## src/rtl/ddr_read_uart_sequencer.sv

```systemverilog
// ddr_read_uart_sequencer: fetches DDR read beats and streams each one bytewise, LSB byte first, to a UART TX
module ddr_read_uart_sequencer #(
  parameter int DATA_W = 256,
  parameter int LEN_W  = 8
) (
  input  logic              clk,
  input  logic              rst,
  input  logic              i_start,
  input  logic [LEN_W-1:0]  i_len,
  input  logic              i_abort,
  output logic              o_busy,
  output logic              o_done,
  output logic              o_rd_req,
  input  logic              i_rd_valid,
  input  logic [DATA_W-1:0] i_rd_data,
  output logic [7:0]        o_tx_data,
  output logic              o_tx_start,
  input  logic              i_tx_busy,
  output logic [LEN_W-1:0]  o_beat_cnt,
  output logic [4:0]        o_byte_idx
);
  typedef enum logic [2:0] {IDLE, REQ, SEND, HOLD, WAIT, DONE} state_t;
  state_t              state_q, state_d;
  logic [DATA_W-1:0]   buf_q, buf_d;
  logic [LEN_W-1:0]    len_q, len_d, cnt_q, cnt_d;
  logic [4:0]          idx_q, idx_d;
  logic [7:0]          tx_data_q, tx_data_d;
  logic                rd_req_q, rd_req_d, tx_start_q, tx_start_d, done_q, done_d;
  // request/serialize schedule; abort overrides every state and start/done/tx pulses default low
  always_comb begin
    state_d    = state_q;
    buf_d      = buf_q;
    len_d      = len_q;
    cnt_d      = cnt_q;
    idx_d      = idx_q;
    tx_data_d  = tx_data_q;
    rd_req_d   = rd_req_q;
    tx_start_d = 1'b0;
    done_d     = 1'b0;
    if (i_abort) begin
      state_d  = IDLE;
      rd_req_d = 1'b0;
      idx_d    = '0;
      cnt_d    = '0;
    end else begin
      case (state_q)
        IDLE: if (i_start) begin
          if (i_len != '0) begin
            len_d    = i_len;
            idx_d    = '0;
            cnt_d    = '0;
            rd_req_d = 1'b1;
            state_d  = REQ;
          end else state_d = DONE;
        end
        REQ: if (i_rd_valid) begin
          buf_d    = i_rd_data;
          rd_req_d = 1'b0;
          state_d  = SEND;
        end
        SEND: if (!i_tx_busy) begin
          tx_data_d  = buf_q[{idx_q, 3'b000} +: 8];
          tx_start_d = 1'b1;
          state_d    = HOLD;
        end
        HOLD: state_d = WAIT;
        WAIT: if (!i_tx_busy) begin
          if (idx_q != 5'd31) begin
            idx_d   = idx_q + 5'd1;
            state_d = SEND;
          end else begin
            cnt_d = cnt_q + LEN_W'(1);
            if (cnt_q + LEN_W'(1) == len_q) state_d = DONE;
            else begin
              idx_d    = '0;
              rd_req_d = 1'b1;
              state_d  = REQ;
            end
          end
        end
        DONE: begin
          done_d  = 1'b1;
          state_d = IDLE;
        end
        default: state_d = IDLE;
      endcase
    end
  end
  // state and datapath registers, cleared asynchronously
  always_ff @(posedge clk or posedge rst) begin
    if (rst) begin
      state_q    <= IDLE;
      buf_q      <= '0;
      len_q      <= '0;
      cnt_q      <= '0;
      idx_q      <= '0;
      tx_data_q  <= '0;
      rd_req_q   <= 1'b0;
      tx_start_q <= 1'b0;
      done_q     <= 1'b0;
    end else begin
      state_q    <= state_d;
      buf_q      <= buf_d;
      len_q      <= len_d;
      cnt_q      <= cnt_d;
      idx_q      <= idx_d;
      tx_data_q  <= tx_data_d;
      rd_req_q   <= rd_req_d;
      tx_start_q <= tx_start_d;
      done_q     <= done_d;
    end
  end
  assign o_busy     = state_q != IDLE;
  assign o_done     = done_q;
  assign o_rd_req   = rd_req_q;
  assign o_tx_data  = tx_data_q;
  assign o_tx_start = tx_start_q;
  assign o_beat_cnt = cnt_q;
  assign o_byte_idx = idx_q;
endmodule

```

## config.mk

```make
export PLATFORM = sky130hd
export DESIGN_NAME = ddr_read_uart_sequencer
export DESIGN_NICKNAME = d
export VERILOG_FILES = /design/src/rtl/ddr_read_uart_sequencer.sv
export SDC_FILE = /design/constraint.sdc
export NUM_CORES = 1
export LEC_CHECK = 0
export ABC_AREA = 1
export CORE_MARGIN = 3
export CORE_UTILIZATION = 48
export DETAILED_ROUTE_END_ITERATION = 8
export PLACE_DENSITY = 0.76
export SETUP_SLACK_MARGIN = 0.3
export SYNTH_ARGS = -nofsm -noshare
export SYNTH_HDL_FRONTEND = slang
export SYNTH_SLANG_ARGS = --single-unit
```

## constraint.sdc

```tcl
create_clock -name clk -period 26.9 [get_ports clk]
set_input_delay 5.38 -clock clk [delete_from_list [all_inputs] [get_ports clk]]
set_output_delay 5.38 -clock clk [all_outputs]
set_load 0.01 [all_outputs]
```

# --- After elaboration in Yosys (flattened, before gate mapping) ---
# Cells that the tools add are included.
classes:
  n_addsub: 2
  eq_ne: 15
  shifts: 1
  muxes: 35
  bitwise: 2
  n_reduce_logical: 12
op_table:
  columns: ["op", "n"]
  rows:
  - ["indexed part select 256 x 9 -> 8 bit", 1]
  - ["2-to-1 mux 8 bit", 5]
  - ["2-to-1 mux 5 bit", 6]
  - ["2-to-1 mux 3 bit", 8]
  - ["!= test 3 bit (second input constant)", 7]
  - ["case mux 8 bit (2 select lines)", 1]
  - ["case mux 3 bit (5 select lines)", 1]
  - ["2-to-1 mux 1 bit", 12]
  - ["case mux 5 bit (2 select lines)", 1]
  - ["AND reduction 5 bit", 2]
  - ["adder 8 x 1 -> 8 bit (second input constant)", 1]
  - ["equality test 8 bit", 1]
  - ["AND reduction 4 bit", 2]
  - ["nonzero test 8 bit", 1]
  - ["AND reduction 7 bit", 1]
  - ["equality test 3 x 2 -> 1 bit (second input constant)", 2]
  - ["equality test 3 bit (second input constant)", 2]
  - ["AND reduction 3 bit", 2]
  - ["nonzero test 3 bit", 2]
  - ["adder 5 x 1 -> 5 bit (second input constant)", 1]
  - ["!= test 5 bit (second input constant)", 1]
  - ["!= test 4 bit (second input constant)", 1]
  - ["nonzero test 4 bit", 1]
  - ["equality test 3 x 1 -> 1 bit (second input constant)", 1]
  - ["other kinds (3)", 4]
totals:
  reg_bits: 291
  in_bits: 270
  output_inout_bits: 25
  word_cells: 76

# --- Longest topological paths before layout ---
# Gate-level depths: netlist of the first run.
logic_depth:
  word_depth: 7
  ltp_mapped: 13

# --- Worst setup path after synthesis of the first run ---
# Ideal clock, no wire load.
synth_path:
  kind: "in2reg"
  startpoint: "in i_abort"
  endpoint: "reg buf_q[16]"
  arrival_ps: 6472
  slack_ps: 20302
  path_stages: 7
  path_buffers: 4
  cell_sequence: "buf_4 -> inv_2 -> nand3_1 -> buf_2 -> buf_6 -> buf_6 -> mux2_4"
synth_via:
  elab_chain_len: 2
synth_lines:
  columns: ["item", "line", "source"]
  rows:
  - ["start: declaration", "10", "input logic i_abort,"]
  - ["inverter 1 bit (no source line)", null, null]
  - ["AND reduction 3 bit (no source line)", null, null]
  - ["end signal: assignment", "103", "buf_q <= buf_d;"]
  - ["end: declaration", "24", "logic [DATA_W-1:0] buf_q, buf_d;"]
# No other way between the ends.
# A chain may end at the register's enable or synchronous reset.

# --- Final worst setup path of the first run ---
layout_path:
  startpoint: "in i_abort"
  endpoint: "reg buf_q[125]"
# Same word-level chain as after synthesis.

==> results of run 1 <==
==> flip-flops by register name, indices dropped and copies added, names as in the netlist <==
register    count
buf_q         256
len_q           8
o_beat_cnt      8
o_tx_data       8
o_byte_idx      5
state_q         3
o_done          1
o_rd_req        1
o_tx_start      1
==> cell type report <==
type                    count  area, µm²
flip-flops and latches    291       7290
repair buffers            304       3020
inverters                  69        269
fillers                  2213      10100
diodes                      2       5.00
clock inverters            11        195
multi-input cells         845       6030
well taps                 378        473
clock buffers              45        877
==> worst max-delay path, cell delays in order <==
cell,delay (ps)
sky130_fd_sc_hd__clkdlybuf4s50_1,690
sky130_fd_sc_hd__inv_2,170
sky130_fd_sc_hd__nand3_4,500
sky130_fd_sc_hd__buf_4,920
sky130_fd_sc_hd__buf_4,900
sky130_fd_sc_hd__mux2_2,420
==> power groups by stage <==
stage	Clock (W)	Sequential, W	Combinational [W]
global placement	0	0.000747	0.000479
global route	0.000471	0.000779	0.000540
finish	0.000446	0.000752	0.000494
floorplan	0	0.000727	0.000362
detailed placement	0	0.000758	0.000494
CTS	0.000454	0.000752	0.000498
==> cells in the mapped netlist (all sizes together) <==
library cell  count  area share
nor2            157       0.044
a21oi             9      0.0032
o31ai             2      0.0011
nor3b             1     0.00054
clkbuf           32      0.0086
nand3b            3      0.0016
o22ai            54       0.024
o211ai           33       0.018
nor3              5      0.0042
ha                3      0.0027
nand4             3      0.0024
and3              1     0.00045
inv              67       0.018
xnor2             1     0.00063
o21ai           148       0.053
xor2              2      0.0013
o21bai            1     0.00054
nand3            54       0.020
mux2            249        0.22
nand2           108       0.031
clkinv            2     0.00054
dfrtp           291        0.52
o221ai           10      0.0063
or2               1     0.00045
buf              54       0.024
==> metal layers <==
metal,up-vias,share of wire,track usage
met4,4,0.023,0.0589
met5,-,0.00062,0
li1,4998,-,-
met2,421,0.47,0.391
met1,5229,0.43,0.341
met3,57,0.079,0.0532
==> how the worst max path moves through the flow <==
stage	end	slack [ps]	cells past startpoint	start
after floorplan	buf_q[0]$_DFFE_PP0P_	13490	1	rst
after global placement	buf_q[89]$_DFFE_PP0P_	17720	6	i_abort
after detailed placement	buf_q[81]$_DFFE_PP0P_	17680	6	i_abort
after CTS	buf_q[85]$_DFFE_PP0P_	18250	6	i_abort
after global routing	buf_q[125]$_DFFE_PP0P_	18020	6	i_abort
final	buf_q[125]$_DFFE_PP0P_	18200	6	i_abort
==> metrics by stage <==
stage | hold WS, ps | area (µm²) | utilization | setup slack, ps | instances
6_report | 481 | 18200 | 0.643 | 18200 | 1945
5_1_grt | 506 | 18200 | 0.643 | 18020 | 1945
4_1_cts | 482 | 18200 | 0.643 | 18250 | 1943
3_5_place_dp | 466 | 17100 | 0.605 | 17680 | 1887
3_3_place_gp | 466 | 17100 | 0.605 | 17720 | 1887
2_1_floorplan | 466 | 14000 | - | 13490 | 1291
==> placed cells by master, fill, tap and decap left out, drive strengths merged, types with 8 or more instances in the layout <==
| master | count |
|---|---|
| o221ai | 10 |
| mux2 | 249 |
| inv | 67 |
| clkinv | 8 |
| nand2 | 108 |
| o21ai | 148 |
| clkdlybuf4s50 | 294 |
| nand3 | 54 |
| clkbuf | 45 |
| buf | 10 |
| nor2 | 157 |
| dfrtp | 291 |
| o22ai | 54 |
| o211ai | 33 |
| a21oi | 9 |
==> logic make-up after synthesis <==
logic type	Yosys count	share of synthesized area
buffers and inverters	155	0.0507
flip-flops	291	0.520
AO/OA/AOI/OAI	257	0.106
multiplexers	249	0.215
adder cells (fa/ha/maj)	3	0.00268
XOR/XNOR	3	0.00188
AND/OR/NAND/NOR	333	0.104
==> impl_summary.md, run 1 <==
GRT
The overall overflow remaining after global route is 0. The wire length of the first global-routing pass is 59,800 µm. The all-layer global routing usage is 0.244. The number of global-route vias before repair is between 10,000 and 15,000. The pin count of the biggest net entering global routing is 141. The initial antenna violation count is 4.

Synthesis
After synthesis the cells add up to 0.0140 mm². The mean area per synthesized cell is 10.9 µm². After synthesis the netlist holds a flip-flop and latch count of 291. Synthesis produced 1,291 cells. The number of different library cells used by synthesis comes to 38.

The Yosys step of the flow raised 0 warnings. For this run, the register share of the synthesized area comes to 0.520. The synthesized net count is 1,564.

Clock tree
The maximum clock insertion buffer count is 3. Counting the buffers created by CTS gives 30. The clock input transition at the sequential cells of the worst setup and hold paths is 60 ps. TritonCTS built the clock tree.

The latest clock arrival within the worst-skew pair is 550 ps. The hold-fix buffer count after cts is 0. The total number of H-tree levels is 1. The tree built by TritonCTS fans out to 291 sinks.

Post-CTS repair changed the size of 0 cells. After clock tree synthesis, the setup repair step added 0 buffers. Clock tree synthesis selected as its root buffer the cell sky130_fd_sc_hd__clkbuf_16.

Timing
The time the worst path needs with I/O delays and setup is 8700 ps. The number of pins exceeding their max-slew limit in the final report came to 0. The count of final hold-check violations came to 0.

The post-route clock period utilization is 0.323. The worst-margin pin slew is 1090 ps. The normalized max-slew margin is 0.272. The upper clock frequency limit is ~110 MHz.

The final setup TNS is 0 ps. Setup violations remaining at the end of the flow were counted as 0. For the final database, setup skew stands at between 10 and 15 ps.

Setup repair after global routing left no endpoint under its margin.

Critical path
The origin of the critical flop-to-flop path is state_q[2]$_DFFE_PP0P_. The reg-to-reg critical path endpoint is buf_q[125]$_DFFE_PP0P_. The kind of critical path is in -> reg. The highest net fanout along the worst path is 81.

The data required time at the worst endpoint is 27,330 ps. The worst setup path is launched from an input port. For the worst flop-to-flop path, the logic depth is 5. STA classifies the critical path endpoint as a register. For the worst setup path, the data arrival time is 9130 ps. In this run the register-to-register setup slack is roughly 23,000 ps.

Drt
The routed layout has 10,700 vias. The pre-antenna-repair detailed-routing pass consisted of 5 iterations. The violation count after the first detailed-route iteration is around 950. The DRC violations left is 0. Once detail routing completed, the nets flagged for antenna violations numbered 0. The ratio of routed vias to standard cells is roughly 5.5. The wire length per cell is about 20 µm. Wires add up to about 39,000 µm.

Finish
The fraction of final layout cells with drive strength greater than 1 is 0.217. The synthesis-to-finish area growth is 29.6%. The net total in the final layout is 1,814.

Pwr
The design draws around 0.0017 W. The power share of the sequential group is 0.444. Summed over all nets, the switching power comes to 0.000484 W.

Dividing total power by cell area gives a power density of 93.2 mW/mm². The net switching fraction of the power is 0.286. The internal power consumption is 0.00121 W. VDD sags by at most between 40 and 50 µV.

The clock network fraction of design power is 0.264. For this design the static power due to leakage is between 7 and 8 nW. Of the total power, combinational logic draws 0.292.

Die
The height of the chip is 177 µm. The region available for standard cell placement spans ~0.028 mm². From left edge to right edge, the die measures 177 µm. The die covers 0.0313 mm². The floorplan has 61 rows. The effective utilization at floorplan is 0.496.

295 I/O pins were placed.

Min path
The startpoint identified for the worst hold timing path is o_tx_data[4]$_DFFE_PP0P_. The class of the most critical hold timing path is reg -> reg. The terminating pin of the worst hold path is o_tx_data[4]$_DFFE_PP0P_.

Counting instances, the worst hold path has a depth of 2.

Place
The number of buffers inserted by port buffering is around 300. Routability-driven placement finished with a final weighted congestion of 0.867. The post-detailed-placement half-perimeter wirelength is 26,700 µm.

Run status
The flow ran to the end, and the final reports show no timing, DRC or antenna violations.

Run
The number of maximum-capacitance constraint violations is 0.
Note: power is estimated with default switching activity, not from simulation.
==> run 2, diff against run 1 <==
==> constraint.sdc (replaced) <==
create_clock -name clk -period 9 [get_ports clk]
set_input_delay 1.8 -clock clk [delete_from_list [all_inputs] [get_ports clk]]
set_output_delay 1.8 -clock clk [all_outputs]
set_load 0.01 [all_outputs]
==> impl_summary.md, run 2 (synthesized netlist as in run 1, its figures left out) <==
Run status
The flow ran to the end, and the final reports show no timing, DRC or antenna violations.

Place
The number of placed instances with taps included is 1,887. The post-place setup slack is 4150 ps. The routability congestion estimate from global placement is approximately 0.9. The number of buffers inserted by port buffering is 294. The post-detailed-placement half-perimeter wirelength is 26,700 µm.

Timing
The upper clock frequency limit is 232 MHz. Setup violations remaining at the end of the flow were counted as 0. The time the worst path needs with I/O delays and setup is between 4000 and 5000 ps. The number of pins exceeding their max-slew limit in the final report is 0. The normalized max-slew margin is 0.320. After routing, the total negative slack on setup checks comes to 0 ps. The count of final hold-check violations is 0.

The maximum clock skew at final layout is 21.7 ps. At the pin with the least slew margin, the transition time is 1020 ps. Setup repair after global routing left no endpoint under its margin. The least setup slack across all paths after layout is 4690 ps. In the finished design, the share of the clock period the worst path needs comes to 0.479.

Critical path
In this run the worst path has a maximum fanout of 65. The arrival time reported for the critical path endpoint is 4750 ps. The data required time at the worst endpoint is about 9400 ps. The kind of critical path is in -> reg. The worst setup path is captured at a register.

STA classifies the critical path startpoint as an input port.

Clock tree
The number of buffers created by CTS is 31. The clock tree from TritonCTS is yes. The post-CTS setup buffer count is 0. After clock tree synthesis, the repair step resized 0 gates. After clock tree synthesis, the clock-pin slew on the worst setup and hold paths is 60 ps. For this design, the sink count on the clock tree is 291. The cell chosen for the clock root is sky130_fd_sc_hd__clkbuf_16. In this run, post-CTS hold repair placed 0 buffers. At the later pin of the worst-skew pair, clock insertion delay measures 560 ps. The maximum clock insertion buffer count is 3. The total number of H-tree levels is 1.

Run
Max-cap violations in this run came to 0.

Finish
The flip-flop count of the largest register, all copies and words added is 256. The library cell used most frequently in the layout, excluding fill and tap cells, is sky130_fd_sc_hd__clkdlybuf4s50_1. The top cell types in the final layout, fill and taps aside, are 294 x sky130_fd_sc_hd__clkdlybuf4s50_1, 288 x sky130_fd_sc_hd__dfrtp_1, 193 x sky130_fd_sc_hd__mux2_2, 151 x sky130_fd_sc_hd__nor2_1, 135 x sky130_fd_sc_hd__o21ai_0. The register with the most flip-flops in the final layout is buf_q. Of the cells placed in the final design, the portion with a size suffix greater than 1 is 0.217.

The count of cells in the finished layout, fillers not included, comes to around 1,900. The net total in the final layout is 1,815. The synthesis-to-finish area growth is 29.3%.

GRT
The initial antenna violation count is 2. The pin count of the biggest net entering global routing is 165. The fraction of met3 tracks used by global routing is 0.0489.

For this run, global-route usage on met2 was measured as 0.385. For this run the aggregate overflow at the end of global routing stands at 0. The all-layer global routing usage is 0.244. The number of global-route vias before repair is 10,900. met2 is the most crowded layer. For this run, global-route usage on met1 was measured as 0.341. The wire length of the first global-routing pass is 60,000 µm.

Pwr
Cell internal power was estimated by the tool at 0.00356 W. The relative contribution of combinational cells to total power is 0.294. The net switching fraction of the power is 0.288. The power share of the sequential group is 0.451. In this run the static leakage power is 7.94 nW. Of the total power, the clock network draws 0.255. Power spread over the standard cell area amounts to ~280 mW/mm².

The maximum ir drop on the vdd rail is 160 µV. The analysis attributes to net switching a power of 0.00144 W.

Die
The floorplan step defined a core boundary enclosing ~0.028 mm². The height of the chip is 177 µm. The area enclosed by the die boundary is roughly 0.031 mm². The horizontal extent of the die is 177 µm. The count of pins on the block boundary is 295. The initial utilization of the core area, before any placement, comes to 0.496. The number of core rows is 61.

Drt
The wire length per cell is 20.0 µm. For this block, the initial DRC count from the detailed router was 847. The DRC violations left is 0. In this run the remaining antenna-violating nets after routing total 0.

The count of vias placed by the detailed router is 10,700. The total detailed-routing wirelength is 38,900 µm. The number of iterations in the first detailed-routing pass is 5. The ratio of routed vias to standard cells is 5.49.

Min path
The class of the most critical hold timing path is reg -> reg.
==> run 2: cell count changes in the layout (fill, tap and decap cells not counted), sizes merged <==
| cell | delta |
|---|---|
| clkbuf | -3 |
| bufinv | -2 |
| clkinvlp | +1 |
==> run 2: final timing paths <==
kind / startpoint / endpoint / slack (ps) / cells past startpoint
worst min-delay path: o_tx_data[4]$_DFFE_PP0P_ / o_tx_data[4]$_DFFE_PP0P_ / 480 / 2
worst min register to register: o_tx_data[4]$_DFFE_PP0P_ / o_tx_data[4]$_DFFE_PP0P_ / 480 / 2
max in group asynchronous: rst / o_byte_idx[0]$_DFFE_PP0P_ / 5640 / 4
worst max register to register: o_byte_idx[0]$_DFFE_PP0P_ / o_tx_data[6]$_DFFE_PP0P_ / 5330 / 9
worst max-delay path: i_abort / buf_q[100]$_DFFE_PP0P_ / 4690 / 5
min in group asynchronous: rst / buf_q[40]$_DFFE_PP0P_ / 1710 / 3
==> run 2: metrics by stage <==
stage	hold WS (ps)	total power, W	cell area [µm²]	util
floorplan	466	0.00326	14000	-
global placement	463	0.00366	17100	0.606
detailed placement	467	0.00375	17100	0.606
CTS	484	0.00505	18100	0.641
global route	496	0.00529	18100	0.642
finish	485	0.00501	18100	0.642
==> run 2: critical path: stages <==
cell and delay (ps):
sky130_fd_sc_hd__clkdlybuf4s50_1 700, sky130_fd_sc_hd__inv_2 180, sky130_fd_sc_hd__nand3_4 660, sky130_fd_sc_hd__buf_4 900
sky130_fd_sc_hd__mux2_2 430
==> run 2: final cells by class <==
type                       count  area [µm²]
timing repair buffer         304        3040
sequential                   291        7290
tap                          378         473
fill                        2258       10100
antenna                        2        5.00
clock buffer                  42         877
multi-input combinational    845        6030
inverter                      69         265
clock inverter                10         136
==> run 2: per-layer routing <==
metal  up-vias  wire length (µm)
met1      5239             17300
met5         -                 0
met2       361             17700
met4         0              1340
li1       4992                 -
met3        69              2560
==> run 2: power groups by stage <==
stage	Sequential (W)	Combinational (W)	Clock, W
2_1_floorplan	0.00217	0.00108	0
3_3_place_gp	0.00224	0.00142	0
3_5_place_dp	0.00227	0.00148	0
4_1_cts	0.00225	0.00149	0.00130
5_1_grt	0.00233	0.00161	0.00135
6_report	0.00226	0.00147	0.00128
==> run 3, diff against run 2 <==
--- a/config.mk
+++ b/config.mk
@@ -7,9 +7,9 @@
 export LEC_CHECK = 0
 export ABC_AREA = 1
 export CORE_MARGIN = 3
-export CORE_UTILIZATION = 48
+export CORE_UTILIZATION = 47
 export DETAILED_ROUTE_END_ITERATION = 8
-export PLACE_DENSITY = 0.76
+export PLACE_DENSITY = 0.77
 export SETUP_SLACK_MARGIN = 0.3
 export SYNTH_ARGS = -nofsm -noshare
 export SYNTH_HDL_FRONTEND = slang
==> constraint.sdc (replaced) <==
create_clock -name clk -period 3.5 [get_ports clk]
set_input_delay 0.7 -clock clk [delete_from_list [all_inputs] [get_ports clk]]
set_output_delay 0.7 -clock clk [all_outputs]
set_load 0.01 [all_outputs]
==> impl_summary.md, run 3 (synthesized netlist as in run 1, its figures left out) <==
Clock tree
The post-CTS setup buffer count is 0. The longest clock path from root to sink contains 3 buffers. The total number of H-tree levels is 2. The clock tree from TritonCTS is yes. After clock tree synthesis, the clock-pin slew on the worst setup and hold paths is 60 ps. For the worst-skew pair, the clock arrives at the later sink with an insertion delay of 500 ps. The hold-fix buffer count after cts is 0. Post-CTS repair changed the size of 0 cells.

CTS placed an instance of sky130_fd_sc_hd__clkbuf_16 at the clock tree root. The clock net in this run drives a total of ~290 sinks. The number of clock buffers added by TritonCTS is 34.

Timing
The final setup violation count is 0. In the final timing run, aggregate negative setup slack is 0 ps. The worst-margin pin slew is roughly 750 ps. The worst pin sits at a relative slew slack of 0.500. The time the worst path needs with I/O delays and setup is 2860 ps. Setup repair after global routing left no endpoint under its margin. The count of final hold-check violations is 0.

The number of pins exceeding their max-slew limit in the final report is 0. The clock arrives with 9.68 ps of skew. The upper clock frequency limit is roughly 350 MHz.

Across all setup checks in the final design, the least slack found is 641 ps. In the finished design, the share of the clock period the worst path needs comes to 0.817.

GRT
The first global-routing pass estimated 61,000 µm of wire. For this run, the total global-route usage over all layers was measured as 0.245. The pin count of the biggest net entering global routing is between 100 and 150.

The total overflow left after global routing is 0. The initial antenna violation count is 5. The number of global-route vias before repair came to ~11,000.

Drt
Using the TritonRoute via totals, the vias-per-cell ratio works out to about 5.5. The wire length per cell is 20.1 µm. The violation count after the first detailed-route iteration is around 1,000. The detailed router placed 10,900 vias in this run.

In this run the remaining antenna-violating nets after routing total 0. The number of iterations in the first detailed-routing pass is 5. The total detailed-routing wirelength is approximately 40,000 µm. After detailed routing, the number of remaining DRC violations is 0.

Pwr
In this run the static leakage power is ~8.1 nW. Across the VDD grid, the largest voltage drop is ~450 µV. The power density normalized to cell area is roughly 710 mW/mm². The power consumption is 0.0132 W.

Finish
Leaving out filler cells and counting taps, the final layout contains 1,969. The net total in the final layout is 1,833. The synthesis-to-finish area growth is 31.3%. The leading cell type in the layout, fill and taps excluded is sky130_fd_sc_hd__clkdlybuf4s50_1. More flip-flops sit in one register than any other, and that register is buf_q. The finished cells cover 0.0184 mm². The fraction of final layout cells with drive strength greater than 1 is 0.224.

The register with the most flip-flops in the layout has 256 of them. In the layout the commonest cells are 294 x sky130_fd_sc_hd__clkdlybuf4s50_1, 288 x sky130_fd_sc_hd__dfrtp_1, 193 x sky130_fd_sc_hd__mux2_2, 151 x sky130_fd_sc_hd__nor2_1, 135 x sky130_fd_sc_hd__o21ai_0.

Critical path
The kind of critical path is reg -> out. The highest net fanout along the worst path is 63. Data on the critical path arrives at its endpoint at 2160 ps. Data on the critical path is required at its endpoint by roughly 2800 ps. The worst setup path is captured at an output port. The sort of element at the start of the critical path is a register.

Die
The number of core rows is 62. Measured along the y axis, the die boundary spans 179 µm. The die covers 0.0319 mm². In this run the horizontal extent of the chip is 179 µm.

295 I/O pins were placed. The initial utilization of the core area, before any placement, comes to 0.483. In this run the standard cell core region covers 0.0290 mm².

Run status
The flow ran to the end, and the final reports show no timing, DRC or antenna violations.

Min path
The class of the most critical hold timing path is reg -> reg.

Place
The count of buffers added on input and output ports is 294. After detailed placement, the design holds a cell count of about 1,900. The standard cell area after detailed placement is 0.0173 mm². The post-detailed-placement half-perimeter wirelength is 27,600 µm. The routability congestion estimate from global placement is ~0.84. The post-place setup slack is 595 ps.

Run
The number of maximum-capacitance constraint violations is 0.
run 3: cell count changes in the layout (fill, tap and decap cells not counted), sizes merged:
cell    change
clkinv      -2
clkbuf      +8
bufinv      -1
buf        +15
diode       +1
inv         +1
run 3: worst paths after layout:
path	from	endpoint	slack, ps	depth (start not counted)
worst max-delay path	o_byte_idx[0]$_DFFE_PP0P_	o_byte_idx[0]	640	2
worst min-delay path	o_tx_data[5]$_DFFE_PP0P_	o_tx_data[5]$_DFFE_PP0P_	480	2
worst max register to register	o_byte_idx[0]$_DFFE_PP0P_	o_beat_cnt[4]$_DFFE_PP0P_	950	11
worst min register to register	o_tx_data[5]$_DFFE_PP0P_	o_tx_data[5]$_DFFE_PP0P_	480	2
max in group asynchronous	rst	o_tx_data[5]$_DFFE_PP0P_	1840	3
min in group asynchronous	rst	buf_q[182]$_DFFE_PP0P_	600	2
run 3: metal layers:
metal / global-route usage / share of wire / vias to the layer above
met2: 0.395 / 0.47 / 409
met4: 0.0724 / 0.029 / 6
met1: 0.334 / 0.42 / 5381
met3: 0.0529 / 0.074 / 78
li1: - / - / 5022
met5: 0 / 0.0012 / -
run 3: power breakdown:
group | total [W] | internal (W) | switching, W
clock | 0.00347 | 0.00211 | 0.00136
combinational | 0.00386 | 0.00227 | 0.00160
sequential | 0.00582 | 0.00497 | 0.000850
total | 0.0131 | 0.00934 | 0.00381
run 3: through the flow:
stage               utilization  hold slack [ps]
floorplan                     -              466
global placement          0.596              465
detailed placement        0.596              465
CTS                       0.634              481
global route              0.634              491
finish                    0.634              476
run 3: worst max-delay path: stages, from the launching register on:
cell,delay (ps)
sky130_fd_sc_hd__dfrtp_4,430
sky130_fd_sc_hd__buf_4,540
sky130_fd_sc_hd__clkdlybuf4s50_1,670
run 3: cell type report:
class,instances,area [µm²]
Sequential cell,291,7290
Inverter,69,265
Antenna cell,3,7.51
Timing Repair Buffer,319,3230
Fill cell,2277,10600
Tap cell,384,480
Clock inverter,8,100
Multi-Input combinational cell,845,6030
Clock buffer,50,992
